## src/rtl/seg7_pkg.sv

```systemverilog
// Shared constants for the seven-segment scanner: blank pattern, hex glyph
// table (active-low {g,f,e,d,c,b,a}) and the active-low anode selector.
package seg7_pkg;

    localparam logic [6:0] SEG_BLANK = 7'h7F;

    localparam logic [6:0] GLYPHS [16] = '{
        7'h40, 7'h79, 7'h24, 7'h30, 7'h19, 7'h12, 7'h02, 7'h78,
        7'h00, 7'h10, 7'h08, 7'h03, 7'h27, 7'h21, 7'h06, 7'h0E
    };

    // Up to 16 digits; callers truncate to their own digit count.
    function automatic logic [15:0] slot_onehot_n(input logic [3:0] idx);
        return ~(16'h0001 << idx);
    endfunction

endpackage

```

## src/rtl/hex_to_seg7.sv

```systemverilog
// Combinational hex nibble to active-low seven-segment glyph.
module hex_to_seg7
    import seg7_pkg::*;
(
    input  logic [3:0] nibble_i,
    output logic [6:0] seg_o
);

    assign seg_o = GLYPHS[nibble_i];

endmodule

```

## src/rtl/seg7_scan_ctrl.sv

```systemverilog
// Multiplexed common-anode display scanner with frame-synchronous double
// buffering, per-digit decimal points, leading-zero blanking and PWM dimming.
module seg7_scan_ctrl
    import seg7_pkg::*;
#(
    parameter int N_DIGITS = 8,
    parameter int CLK_DIV  = 200000,
    parameter int BRIGHT_W = 4
) (
    input  logic                  clk_100M,
    input  logic                  rst,
    input  logic                  load,
    input  logic [4*N_DIGITS-1:0] data,
    input  logic [N_DIGITS-1:0]   digit_en,
    input  logic [N_DIGITS-1:0]   dp_in,
    input  logic                  lz_blank,
    input  logic [BRIGHT_W-1:0]   bright,
    output logic [N_DIGITS-1:0]   an,
    output logic [6:0]            seg,
    output logic                  dp,
    output logic                  frame_done
);

    localparam int PRESC_W = $clog2(CLK_DIV);
    localparam int SLOT_W  = (N_DIGITS > 1) ? $clog2(N_DIGITS) : 1;

    logic [PRESC_W-1:0]    presc_q, presc_d;
    logic [SLOT_W-1:0]     slot_q, slot_d;
    logic [BRIGHT_W-1:0]   pwm_q;

    logic [4*N_DIGITS-1:0] sh_data_q, act_data_q;
    logic [N_DIGITS-1:0]   sh_en_q, act_en_q;
    logic [N_DIGITS-1:0]   sh_dp_q, act_dp_q;

    logic [N_DIGITS-1:0]   an_q;
    logic [6:0]            seg_q;
    logic                  dp_q;
    logic                  frame_done_q;

    logic                  presc_wrap, commit;
    logic                  all_zero;
    logic [N_DIGITS-1:0]   lz_mask;
    logic [3:0]            cur_nib;
    logic                  cur_en, cur_dp, cur_lz;
    logic [6:0]            cur_glyph;
    logic [N_DIGITS-1:0]   an_sel;
    logic                  lit;

    assign presc_wrap = (presc_q == PRESC_W'(CLK_DIV - 1));
    assign commit     = presc_wrap && (slot_q == SLOT_W'(N_DIGITS - 1));

    always_comb begin
        presc_d = presc_wrap ? '0 : presc_q + 1'b1;
        slot_d  = slot_q;
        if (presc_wrap) begin
            slot_d = (slot_q == SLOT_W'(N_DIGITS - 1)) ? '0 : slot_q + 1'b1;
        end
    end

    // A digit is blanked while it and everything above it are zero; digit 0 always shows.
    always_comb begin
        all_zero = 1'b1;
        lz_mask  = '0;
        for (int i = N_DIGITS - 1; i >= 0; i--) begin
            all_zero = all_zero & (act_data_q[4*i +: 4] == 4'h0);
            if (i != 0) begin
                lz_mask[i] = lz_blank & all_zero;
            end
        end
    end

    always_comb begin
        cur_nib = '0;
        cur_en  = 1'b0;
        cur_dp  = 1'b0;
        cur_lz  = 1'b0;
        for (int i = 0; i < N_DIGITS; i++) begin
            if (slot_q == SLOT_W'(i)) begin
                cur_nib = act_data_q[4*i +: 4];
                cur_en  = act_en_q[i];
                cur_dp  = act_dp_q[i];
                cur_lz  = lz_mask[i];
            end
        end
    end

    hex_to_seg7 u_hex_to_seg7 (
        .nibble_i (cur_nib),
        .seg_o    (cur_glyph)
    );

    assign an_sel = N_DIGITS'(slot_onehot_n(4'(slot_q)));
    // The first prescaler count of every slot is the break-before-make guard.
    assign lit    = cur_en && !cur_lz && (pwm_q <= bright) && (presc_q != '0);

    always_ff @(posedge clk_100M or posedge rst) begin
        if (rst) begin
            presc_q      <= '0;
            slot_q       <= '0;
            pwm_q        <= '0;
            sh_data_q    <= '0;
            sh_en_q      <= '0;
            sh_dp_q      <= '0;
            act_data_q   <= '0;
            act_en_q     <= '0;
            act_dp_q     <= '0;
            an_q         <= '1;
            seg_q        <= SEG_BLANK;
            dp_q         <= 1'b1;
            frame_done_q <= 1'b0;
        end else begin
            presc_q <= presc_d;
            slot_q  <= slot_d;
            pwm_q   <= pwm_q + 1'b1;
            if (load) begin
                sh_data_q <= data;
                sh_en_q   <= digit_en;
                sh_dp_q   <= dp_in;
            end
            // Commit reads the shadow value from before this edge, so a coincident load waits a frame.
            if (commit) begin
                act_data_q <= sh_data_q;
                act_en_q   <= sh_en_q;
                act_dp_q   <= sh_dp_q;
            end
            an_q         <= lit ? an_sel : '1;
            seg_q        <= lit ? cur_glyph : SEG_BLANK;
            dp_q         <= lit ? ~cur_dp : 1'b1;
            frame_done_q <= commit;
        end
    end

    assign an         = an_q;
    assign seg        = seg_q;
    assign dp         = dp_q;
    assign frame_done = frame_done_q;

endmodule

```

## config.mk

```make
export PLATFORM = sky130hd
export DESIGN_NAME = seg7_scan_ctrl
export DESIGN_NICKNAME = d
export VERILOG_FILES = /design/src/rtl/seg7_pkg.sv /design/src/rtl/hex_to_seg7.sv /design/src/rtl/seg7_scan_ctrl.sv
export SDC_FILE = /design/constraint.sdc
export NUM_CORES = 1
export LEC_CHECK = 0
export CELL_PAD_IN_SITES_DETAIL_PLACEMENT = 0
export CELL_PAD_IN_SITES_GLOBAL_PLACEMENT = 1
export CORE_ASPECT_RATIO = 0.9
export CORE_MARGIN = 2
export CORE_UTILIZATION = 47
export DETAILED_ROUTE_END_ITERATION = 10
export PLACE_DENSITY = 0.87
export SYNTH_ARGS = -nofsm -noshare
export SYNTH_HDL_FRONTEND = slang
export SYNTH_SLANG_ARGS = --single-unit
export TNS_END_PERCENT = 20
```

## constraint.sdc

```tcl
create_clock -name clk_100M -period 12.8 [get_ports clk_100M]
set_input_delay 1.92 -clock clk_100M [delete_from_list [all_inputs] [get_ports clk_100M]]
set_output_delay 1.92 -clock clk_100M [all_outputs]
set_load 0.1 [all_outputs]
```

==> results.tsv <==
stage	metric	value	unit
drt	DRT Pass-1 Iters	5	
logic_synthesis	Cells after Synth	610	
setup_path	worst setup path class	in2reg	
final_layout	Antenna Cells	0	
setup_path	Worst Reg-to-Reg Cells	12	
logic_synthesis	Area contributors post-synth	dfrtp_1, nand2_1, mux2_2, dfstp_2, ha_1	
drt	DR iter-0 viols	289	
drt	final wirelength	13.16	mm
final_layout	Storage cell area	0.003473	mm^2
logic_synthesis	Seq/Total Area, Yosys	0.5515	
setup_path	crit-path leading delay family	simple AND/OR/NAND/NOR gates	
cts	post-CTS setup repair buffer count	0	
setup_path	Startpoint Class	primary input	
hold_path	HP Start	pwm_q[0]	
status	outcome	completed	
sta	Slew headroom	0.2949	
setup_path	Largest stage delay, worst path	0.66	ns
logic_synthesis	Yosys top cell area share	0.4847	
cts	clk buf depth	2	
cts	clk root buf	clkbuf_16	
cts	Sink Count	138	
setup_path	r2r endpoint	seg[0]	
global_route	largest net degree at the start of global routing	78	
logic_synthesis	Post-synth EDFFs	0	
final_layout	Filler Cells Inserted	1120	
pwr	PnR Total Power	1.047	mW
sta	Slew Limit Fails	0	
pwr	cell leakage power	3.539	nW
floorplanning	Die H	113.8	um
drt	remaining antenna violation count	0	
cts	cts repair resizes	0	
global_route	number of global-route vias before repair	4691	
cts	H-tree levels	4	
place	GPL Wtd Cong	0.8734	
drt	total vias in the final route	4589	
setup_path	worst path arrival time	4.28	ns
logic_synthesis	synth unique cells	51	
drt	Via density	5.367	
hold_path	hold path cells	1	
cts	Reg clk slew, reported paths	0.05	ns
setup_path	crit-path max FO	16	
logic_synthesis	Main synth FF type	dfrtp_1	
floorplanning	initial core utilization	0.4767	
setup_path	reg2reg start	slot_q[2]	
place	buffers added on ports	72	
sta	Final min period	3.998	ns
cts	CTS tree	done	
setup_path	Cell Chain, Critical Path	clkdlybuf4s50_1 > inv_1 > ha_1 > nor2b_1 > o21a_1 > o21a_1 > o21ai_0 > nor4b_4 > o311ai_0	
run	MaxCap Viol Count	0	
floorplanning	I/O pin total	73	
cts	TritonCTS Buffers	17	
drt	top sig layer	met4	
drt	WL met2	5.958	mm
setup_path	setup slack, reg-to-reg	9.18	ns
setup_path	CP required	13.08	ns
pwr	pwr dens	134.6	mW/mm^2
drt	met3 WL	734	um
sta	clk_skew	0.01077	ns
global_route	antenna violations before repair	0	
sta	Final setup viols	0	
drt	Routed wire per std cell	15.39	um
global_route	Global Route Usage Sum	0.2001	
global_route	global-route wire length before repair	22.87	mm
sta	final period utilization	0.3123	
final_layout	synth-to-layout area growth	23.50	%
cts	clk_lat worst skew	0.42	ns
drt	# DRC	0	
logic_synthesis	mapped cell area	0.006299	mm^2
sta	worst slew pin tran	1.052	ns
cts	cts hold-fix bufs	0	
hold_path	Min-Delay Path Class	reg2reg	
place	DP Wirelength	9.192	mm
setup_path	WP depth	9	
final_layout	commonest non-fill, non-tap cells in the layout	nand2_1, dfrtp_1, clkdlybuf4s50_1, mux2_2, o21ai_0	
logic_synthesis	Yosys reg bits	138	
setup_path	Worst path slowest cell	nor4b_4	
final_layout	layout cells sized above 1	0.1587	
sta	fmax	250.2	MHz
sta	total negative slack	0	ns
sta	final hold violation count	0	
floorplanning	die extent in x	126.0	um
floorplanning	Placement Rows	40	
hold_path	Hold EP	pwm_q[0]	
floorplanning	Core ar.	0.01321	mm^2
logic_synthesis	Yosys warnings	0	
logic_synthesis	cell taking the most area after synthesis	dfrtp_1	
final_layout	area of the multi-input gates	0.002606	mm^2
drt	Metal-1 WL	6.211	mm
setup_path	Critical path buffers and inverters	2	
logic_synthesis	synthesized net count	685	
logic_synthesis	mean area per synthesized cell	10.33	um^2
floorplanning	Die Area	0.01434	mm^2
sta	RSZ-0062 raised after global routing	no	
final_layout	nets	749	
pwr	worst vdd ir	93.32	uV
logic_synthesis	Synth async-reset ratio	1.000	
setup_path	crit path capture type	flop	
final_layout	most common cell after layout, fill and taps aside	nand2_1	
global_route	total congestion overflow	0	
setup_path	CP most frequent cell	o21a_1	
## metrics by stage
| step | cell area (um^2) | hold WS (ns) | std cells | setup WS (ns) | util |
|---|---|---|---|---|---|
| 3_5_place_dp | 7117 | 0.4596 | 823 | 8.380 | 0.5386 |
| 2_1_floorplan | 6299 | 0.4300 | 610 | 7.210 | - |
| 4_1_cts | 7779 | 0.4737 | 855 | 8.791 | 0.5887 |
| 5_1_grt | 7779 | 0.5064 | 855 | 8.546 | 0.5887 |
| 6_report | 7779 | 0.4663 | 855 | 8.802 | 0.5887 |
| 3_3_place_gp | 7117 | 0.4549 | 823 | 8.499 | 0.5386 |
## per-layer routing
layer / up-vias / track usage
li1: 2200 / -
met1: 2247 / 0.2708
met2: 121 / 0.3082
met3: 21 / 0.05957
met4: 0 / 0.07326
met5: - / 0
## state kept, by name, summed over array words and instances, names as in the netlist
| signal | cells |
|---|---|
| act_data_q | 32 |
| act_dp_q | 8 |
| act_en_q | 8 |
| slot_q | 3 |
| frame_done | 1 |
| dp | 1 |
| pwm_q | 4 |
| seg | 7 |
| an | 8 |
| presc_q | 18 |
| sh_en_q | 8 |
| sh_dp_q | 8 |
| sh_data_q | 32 |
## synth_stat cells (2+ instances only)
cell      count
a211o_1       2
a211oi_1      5
a21o_1        2
a21oi_1      17
a221o_1       3
a31oi_1       2
and2_1        2
and2_4        2
and3_1        4
buf_1         3
buf_2        15
clkbuf_1     11
dfrtp_1     122
dfstp_2      16
ha_1         19
inv_1        22
mux2_2       49
nand2_1     161
nand2b_1      3
nand3_1      19
nand3b_1      6
nand4_1       7
nor2_1       20
nor2b_1       6
nor3_1        3
nor4_1        8
o211a_1       2
o211ai_1      9
o21a_1        2
o21ai_0      28
or2_2         2
or3_1         4
or4_1         2
xnor2_1       8
xor2_1        8
## cell type report
class | count | area share
flip-flops and latches | 138 | 0.4465
multi-input cells | 419 | 0.3350
repair buffers | 75 | 0.09490
clock buffers | 21 | 0.06048
well taps | 168 | 0.02702
clock inverters | 11 | 0.02461
inverters | 23 | 0.01142
## power by group
part	leakage, nW	internal (mW)	switching, mW
Sequential	1.75	0.452	0.00859
Clock	0.327	0.361	0.179
Combinational	1.47	0.0291	0.0174
## worst max path at each step
stage | endpoint | slack, ns | start
after global placement | seg[0] | 8.50 | bright[1]
after floorplan | act_data_q[0] | 7.21 | rst
final | seg[0] | 8.80 | bright[1]
after CTS | seg[3] | 8.79 | seg[3]
after detailed placement | seg[0] | 8.38 | bright[1]
after global routing | seg[0] | 8.55 | bright[1]
## kinds of logic after synthesis
| logic type | Yosys count | synth area share |
|---|---|---|
| adders and majority gates | 19 | 0.03774 |
| and+or+nand+nor | 253 | 0.1812 |
| AOI/OAI and AO/OA | 82 | 0.08403 |
| xor gates and xnor gates | 16 | 0.02225 |
| buffers and inverters | 53 | 0.03576 |
| DFF | 138 | 0.5514 |
| muxes | 49 | 0.08760 |
No activity file was read; power rests on OpenSTA's default activity.
